**src/rtl/fifo_pkg.sv**
```systemverilog
// Shared types and constants for the FIFO read-side stream adapter.
// The stats_t record backs the counters enabled by FIFO_STREAM_READER_STATS_EN.
package fifo_pkg;

  localparam int DEFAULT_WIDTH     = 32;
  localparam int DEFAULT_BUF_DEPTH = 2;

  // Pointer width for a power-of-two buffer; never narrower than one bit.
  function automatic int ptr_bits(input int depth);
    return (depth > 1) ? $clog2(depth) : 1;
  endfunction

  typedef logic [$clog2(DEFAULT_BUF_DEPTH)-1:0] ptr_t;

  typedef struct packed {
    logic [31:0] words_out;
    logic [15:0] poll_miss;
  } stats_t;

endpackage

```
**src/rtl/fifo_stream_reader_if.sv**
```systemverilog
// FIFO read port plus valid/ready output stream seen by fifo_stream_reader.
// master = the reader block, slave = the FIFO/downstream environment.
interface fifo_stream_reader_if
  import fifo_pkg::*;
#(
  parameter int WIDTH = DEFAULT_WIDTH
);
  logic             fifo_rd_en;
  logic [WIDTH-1:0] fifo_rd_data;
  logic             fifo_rd_valid;
  logic             out_valid;
  logic [WIDTH-1:0] out_data;
  logic             out_ready;

  modport master (
    output fifo_rd_en,
    input  fifo_rd_data,
    input  fifo_rd_valid,
    output out_valid,
    output out_data,
    input  out_ready
  );

  modport slave (
    input  fifo_rd_en,
    output fifo_rd_data,
    output fifo_rd_valid,
    input  out_valid,
    input  out_data,
    output out_ready
  );
endinterface

```
**src/rtl/fifo_reader_buf.sv**
```systemverilog
// Prefetch storage: one synchronous write port, combinational read port.
// Contents are deliberately not reset; validity is tracked by the owner's count.
module fifo_reader_buf #(
  parameter int WIDTH = 32,
  parameter int DEPTH = 2,
  parameter int AW    = 1
) (
  input  logic             i_clk,
  input  logic             i_we,
  input  logic [AW-1:0]    i_waddr,
  input  logic [WIDTH-1:0] i_wdata,
  input  logic [AW-1:0]    i_raddr,
  output logic [WIDTH-1:0] o_rdata
);
  logic [WIDTH-1:0] r_mem [DEPTH];

  always_ff @(posedge i_clk) begin
    if (i_we) begin
      r_mem[i_waddr] <= i_wdata;
    end
  end

  assign o_rdata = r_mem[i_raddr];
endmodule

```
**src/rtl/fifo_stream_reader.sv**
```systemverilog
// Drains a synchronous FIFO read port into a registered valid/ready stream via a small prefetch buffer.
// Optional saturating counters (words_out, poll_miss) are built when FIFO_STREAM_READER_STATS_EN is defined.
module fifo_stream_reader
  import fifo_pkg::*;
#(
  parameter int WIDTH     = DEFAULT_WIDTH,
  parameter int BUF_DEPTH = DEFAULT_BUF_DEPTH,
  parameter int CNT_BITS  = $clog2(BUF_DEPTH + 1)
) (
  input  logic                i_clk,
  input  logic                i_rst_n,
  input  logic                i_enable,
  input  logic                i_flush,
  fifo_stream_reader_if.master bus,
  output logic [CNT_BITS-1:0] o_buf_count
`ifdef FIFO_STREAM_READER_STATS_EN
  ,
  output logic [31:0]         o_words_out,
  output logic [15:0]         o_poll_miss
`endif
);
  localparam int PTR_W = ptr_bits(BUF_DEPTH);
  localparam logic [CNT_BITS-1:0] FULL_CNT = CNT_BITS'(BUF_DEPTH);

  typedef logic [PTR_W-1:0] buf_ptr_t;

  buf_ptr_t            r_wr_ptr;
  buf_ptr_t            r_rd_ptr;
  logic [CNT_BITS-1:0] r_count;

  logic             w_rd_en;
  logic             w_push;
  logic             w_pop;
  logic [WIDTH-1:0] w_rdata;

  // Read request looks only at registered occupancy, never at out_ready.
  assign w_rd_en = i_rst_n && i_enable && !i_flush && (r_count < FULL_CNT);
  assign w_push  = w_rd_en && bus.fifo_rd_valid;
  assign w_pop   = (r_count != '0) && bus.out_ready && !i_flush;

  always_ff @(posedge i_clk or negedge i_rst_n) begin
    if (!i_rst_n) begin
      r_wr_ptr <= '0;
      r_rd_ptr <= '0;
      r_count  <= '0;
    end else if (i_flush) begin
      r_wr_ptr <= '0;
      r_rd_ptr <= '0;
      r_count  <= '0;
    end else begin
      if (w_push) begin
        r_wr_ptr <= r_wr_ptr + buf_ptr_t'(1);
      end
      if (w_pop) begin
        r_rd_ptr <= r_rd_ptr + buf_ptr_t'(1);
      end
      case ({w_push, w_pop})
        2'b10:   r_count <= r_count + CNT_BITS'(1);
        2'b01:   r_count <= r_count - CNT_BITS'(1);
        default: r_count <= r_count;
      endcase
    end
  end

  fifo_reader_buf #(
    .WIDTH (WIDTH),
    .DEPTH (BUF_DEPTH),
    .AW    (PTR_W)
  ) u_buf (
    .i_clk   (i_clk),
    .i_we    (w_push),
    .i_waddr (r_wr_ptr),
    .i_wdata (bus.fifo_rd_data),
    .i_raddr (r_rd_ptr),
    .o_rdata (w_rdata)
  );

  assign bus.fifo_rd_en = w_rd_en;
  assign bus.out_valid  = (r_count != '0);
  assign bus.out_data   = w_rdata;
  assign o_buf_count    = r_count;

`ifdef FIFO_STREAM_READER_STATS_EN
  stats_t r_stats;

  always_ff @(posedge i_clk or negedge i_rst_n) begin
    if (!i_rst_n) begin
      r_stats <= '0;
    end else if (i_flush) begin
      r_stats <= '0;
    end else begin
      if (w_pop && (r_stats.words_out != '1)) begin
        r_stats.words_out <= r_stats.words_out + 32'd1;
      end
      if (w_rd_en && !bus.fifo_rd_valid && (r_stats.poll_miss != '1)) begin
        r_stats.poll_miss <= r_stats.poll_miss + 16'd1;
      end
    end
  end

  assign o_words_out = r_stats.words_out;
  assign o_poll_miss = r_stats.poll_miss;
`endif
endmodule

```
**src/flat_wrapper.sv**
```systemverilog
// flat-port wrapper written by rule: the top's interface ports become plain ports
module fifo_stream_reader_flat import fifo_pkg::*;
#(
  parameter int WIDTH     = DEFAULT_WIDTH,
  parameter int BUF_DEPTH = DEFAULT_BUF_DEPTH,
  parameter int CNT_BITS  = $clog2(BUF_DEPTH + 1)
)
  (i_clk, i_rst_n, i_enable, i_flush, o_buf_count, bus_fifo_rd_en, bus_fifo_rd_data, bus_fifo_rd_valid, bus_out_valid, bus_out_data, bus_out_ready);
  fifo_stream_reader_if #(.WIDTH(WIDTH)) bus_i ();
  input  logic i_clk;
  input  logic i_rst_n;
  input  logic i_enable;
  input  logic i_flush;
  output logic [CNT_BITS-1:0] o_buf_count;
  output wire logic [$bits(bus_i.fifo_rd_en)-1:0] bus_fifo_rd_en;
  input wire logic [$bits(bus_i.fifo_rd_data)-1:0] bus_fifo_rd_data;
  input wire logic [$bits(bus_i.fifo_rd_valid)-1:0] bus_fifo_rd_valid;
  output wire logic [$bits(bus_i.out_valid)-1:0] bus_out_valid;
  output wire logic [$bits(bus_i.out_data)-1:0] bus_out_data;
  input wire logic [$bits(bus_i.out_ready)-1:0] bus_out_ready;
  assign bus_fifo_rd_en = bus_i.fifo_rd_en;
  assign bus_i.fifo_rd_data = bus_fifo_rd_data;
  assign bus_i.fifo_rd_valid = bus_fifo_rd_valid;
  assign bus_out_valid = bus_i.out_valid;
  assign bus_out_data = bus_i.out_data;
  assign bus_i.out_ready = bus_out_ready;
  fifo_stream_reader #(.WIDTH(WIDTH), .BUF_DEPTH(BUF_DEPTH), .CNT_BITS(CNT_BITS)) u_core (.i_clk(i_clk), .i_rst_n(i_rst_n), .i_enable(i_enable), .i_flush(i_flush), .bus(bus_i), .o_buf_count(o_buf_count));
endmodule
```
**config.mk**
```make
export PLATFORM = sky130hd
export DESIGN_NAME = fifo_stream_reader_flat
export DESIGN_NICKNAME = d
export VERILOG_FILES = /design/src/rtl/fifo_pkg.sv /design/src/rtl/fifo_stream_reader_if.sv /design/src/rtl/fifo_reader_buf.sv /design/src/rtl/fifo_stream_reader.sv /design/src/flat_wrapper.sv
export SDC_FILE = /design/constraint.sdc
export NUM_CORES = 1
export LEC_CHECK = 0
export ABC_AREA = 1
export CORE_MARGIN = 5
export CORE_UTILIZATION = 42
export DETAILED_ROUTE_END_ITERATION = 10
export MAX_ROUTING_LAYER = met4
export PLACE_DENSITY_LB_ADDON = 0.25
export RECOVER_POWER = 100
export SLEW_MARGIN = 0
export SYNTH_ARGS = -nofsm -noshare
export SYNTH_HDL_FRONTEND = slang
export SYNTH_SLANG_ARGS = --single-unit
export TNS_END_PERCENT = 1
```
**constraint.sdc**
```tcl
create_clock -name i_clk -period 2.7 [get_ports i_clk]
set_clock_uncertainty 0.2 [all_clocks]
set_input_delay 0.54 -clock i_clk [delete_from_list [all_inputs] [get_ports i_clk]]
set_output_delay 0.54 -clock i_clk [all_outputs]
set_load 0.01 [all_outputs]
```
==> metrics.log <==
[metrics] half-perimeter wire length of the detailed placement result: 3470 um
[metrics] clock power share: 32.7%
[metrics] sequential cell fraction of total power: 50.0%
[metrics] post-cts sizing count: 0
[metrics] boundary pin count: 74
[metrics] fraction of post-synthesis cell area in the top cell type by area: 74.0%
[metrics] number of inserted diodes: 0
[metrics] global route total overflow: 0
[metrics] Final Cycle Share: 96.5%
[metrics] Tightest Hold Check Type: reg2reg
[metrics] Power Total: 2.38 mW
[metrics] number of unique standard cell types used by synthesis: 15
[metrics] top cells by area in the synthesized netlist: sky130_fd_sc_hd__edfxtp_1 74%, sky130_fd_sc_hd__nand2_1 15%, sky130_fd_sc_hd__dfrtp_1 3.9%
[metrics] Synth Cell Area: 0.00260 mm^2
[metrics] ranking of synthesized cells by instance count: 107 x sky130_fd_sc_hd__nand2_1, 64 x sky130_fd_sc_hd__edfxtp_1, 10 x sky130_fd_sc_hd__inv_1
[metrics] Wirelength per Cell: roughly 13 um
[metrics] switching part of the total power: about a quarter
[metrics] height of the die: between 80 and 90 um
[metrics] port buffer count: 73
[metrics] R2R depth: 4
[metrics] power density cells: 654 mW/mm^2
[metrics] internal power: 1.80 mW
[metrics] Gate Count Post-Synth: 211
[metrics] switching power total: approximately 0.58 mW
[metrics] Most used DFF post-synth: sky130_fd_sc_hd__edfxtp_1
[metrics] combinational share of power: ~17%
[metrics] Skew-Pair Late Insertion Delay: roughly 0.33 ns
[metrics] Final Critical Period: 2.60 ns
[metrics] vias after detailed routing: between 1.5k and 2k
[metrics] data arrival at the endpoint of the critical path: 1.86 ns
[metrics] final setup violating endpoints: 0
[metrics] number of buffers inserted by hold repair at cts: 0
[metrics] Sink Count: 68
[metrics] number of placed instances, taps included: between 300 and 400
[metrics] worst hold slack across all endpoints: 0.410 ns
[metrics] max-cap check violation count: 0
[metrics] number of detailed-route iterations in the first pass: 4
[metrics] number of fill cells: between 400 and 500
[metrics] antenna-violating nets left: 0
[metrics] sequential fraction of the synthesis area: 77.9%
[metrics] antenna violations before repair: 0
[metrics] total core area: ~0.0060 mm^2
[metrics] cell type with the largest total area after synthesis: sky130_fd_sc_hd__edfxtp_1
[metrics] maximum number of pins on one net before global-route repair: 26
[metrics] Worst-Margin Slew: ~0.64 ns
[metrics] LEAKAGE: 1.45 nW
[metrics] number of hold violations in the final report: 0
[metrics] wire length of the first global-routing pass: between 8000 and 9000 um
[metrics] die boundary width: 88.6 um
[metrics] most frequent cell after synthesis: sky130_fd_sc_hd__nand2_1
[metrics] Crit Path Max Fanout: 2
[metrics] R2R Setup Slk: 0.61 ns
[metrics] mean cell area of the mapped netlist: 12.3 um^2
[metrics] CTS tree: yes
[metrics] timing-limited maximum frequency: ~380 MHz
[metrics] fraction of layout cells with a size suffix above 1: 8.58%
[metrics] proportion of synthesized flip-flops having asynchronous set or reset: 5.88%
[metrics] Synth Net Count: 249
[metrics] drt first-iter violations: just under 100
[metrics] total wirelength of the detailed-routed design: 5090 um
[metrics] clk slew on worst S/H paths: 0.07 ns
[metrics] Root Driver: sky130_fd_sc_hd__clkbuf_8
[metrics] unrepaired setup endpoints after global routing: false
[metrics] worst reg2reg path endpoint: u_core.u_buf.r_mem[1][16]
[metrics] startpoint types: primary input
[metrics] floorplan die area: 0.00785 mm^2
[metrics] crit path kind: in2out
[metrics] number of standard cells in the final layout excluding fillers: 378
[metrics] number of buffers added by the clock tree synthesis step: 9
[metrics] vias in the first global route: 1755
[metrics] buffer levels on the longest clock path: 2
[metrics] launching point of the worst reg2reg path: u_core.o_buf_count[1]
[metrics] VDD IR-drop max: 0.464 mV
[metrics] Pins Over Slew Limit: 0
[metrics] Slew HR: 57.6%
[metrics] Total Nets Final: between 300 and 400
[metrics] status: finished, final reports clean
[metrics] number of register bits inferred by synthesis: 68
[metrics] drt drc: 0
[metrics] worst setup path end: bus_fifo_rd_en
[metrics] Ys Warns: 0
[metrics] Starting Density: 43.6%
[metrics] Critical Path Sink Type: output pin
[metrics] signed area change from the synthesized netlist to the final layout: 40.1%
[metrics] H-tree level count: 3
[metrics] required time of the critical path: slightly below 2 ns
[metrics] GRT Total Usage: 14.9%
[metrics] hold path cells: 2
[metrics] number of rows in the core area: 28
[metrics] final weighted congestion of routability-driven global placement: 0.685
[metrics] launching instance or port of the critical path: i_rst_n
[metrics] vias per cell: ~4.6
[metrics] Post-CTS Repair Setup Buffers: 0
[metrics] number of flops mapped to enable cells by yosys: 64
-- power groups by stage --
stage	Combinational, mW	Sequential, mW	Clock, mW
after floorplan	0.182	1.21	0
after global placement	0.440	1.21	0
after detailed placement	0.446	1.21	0
after CTS	0.449	1.19	0.796
after global routing	0.459	1.19	0.844
final	0.414	1.19	0.777
-- cells by family after synthesis --
family,Yosys count,synth area share [%]
compound gates,2,0.530
flops,68,77.9
buf+inv,17,2.70
simple gates,124,18.9
-- state kept, by name (all words and copies together) (netlist names) --
signal	cells
u_core.r_wr_ptr	1
u_core.r_rd_ptr	1
u_core.u_buf.r_mem	64
u_core.o_buf_count	2
-- layout by cell type (no fill, tap or decap), drive strengths merged --
cell / Yosys / final
o21ai: 1 / 1
a21oi: 1 / 1
clkinvlp: 0 / 1
nand4: 1 / 1
edfxtp: 64 / 64
dfrtp: 4 / 4
dlygate4sd3: 0 / 45
clkinv: 0 / 3
nor2: 10 / 10
clkbuf: 2 / 17
bufinv: 0 / 1
buf: 5 / 4
nor3: 2 / 2
nand2: 107 / 107
inv: 10 / 10
nand3: 4 / 4
clkdlybuf4s50: 0 / 28
-- metal layers --
layer	up-vias	track usage [%]	wire, um
met4	0	7.42	99
li1	873	-	-
met5	-	-	0
met1	792	16.8	2090
met3	9	3.54	310
met2	51	24.6	2590
-- critical path, cell delays in order --
cell and delay, ns:
sky130_fd_sc_hd__dlygate4sd3_1 0.55, sky130_fd_sc_hd__nand2_1 0.08, sky130_fd_sc_hd__nor2_1 0.09, sky130_fd_sc_hd__dlygate4sd3_1 0.60
-- worst min-delay path by stage --
| stage | slack, ns | end | from |
|---|---|---|---|
| 6_report | 0.41 | u_core.o_buf_count[0] | u_core.o_buf_count[0] |
| 2_1_floorplan | 0.04 | u_core.o_buf_count[0] | i_rst_n |
| 3_3_place_gp | 0.40 | u_core.o_buf_count[0] | u_core.o_buf_count[0] |
| 4_1_cts | 0.30 | u_core.o_buf_count[0] | i_rst_n |
| 3_5_place_dp | 0.40 | u_core.o_buf_count[0] | u_core.o_buf_count[0] |
| 5_1_grt | 0.43 | u_core.o_buf_count[0] | i_rst_n |
-- cell type report --
class	count	area [um^2]	area share, %
sequential	68	2020	55.6
timing repair buffer	83	791	21.7
multi-input combinational	126	510	14.0
inverter	10	37.5	1.03
clock inverter	5	52.6	1.44
tap	75	93.8	2.58
clock buffer	11	131	3.61
-- stage by stage --
stage	setup TNS, ns	setup slack [ns]	util (%)	cell area (um^2)
finish	0	0.0950	61.1	3640
detailed placement	0	0.163	58.4	3480
global route	0	0.0274	61.1	3640
CTS	0	0.157	61.5	3660
floorplan	-2.96	-0.0924	-	2600
global placement	0	0.192	58.4	3480
Power figures use the tool's default switching activity.
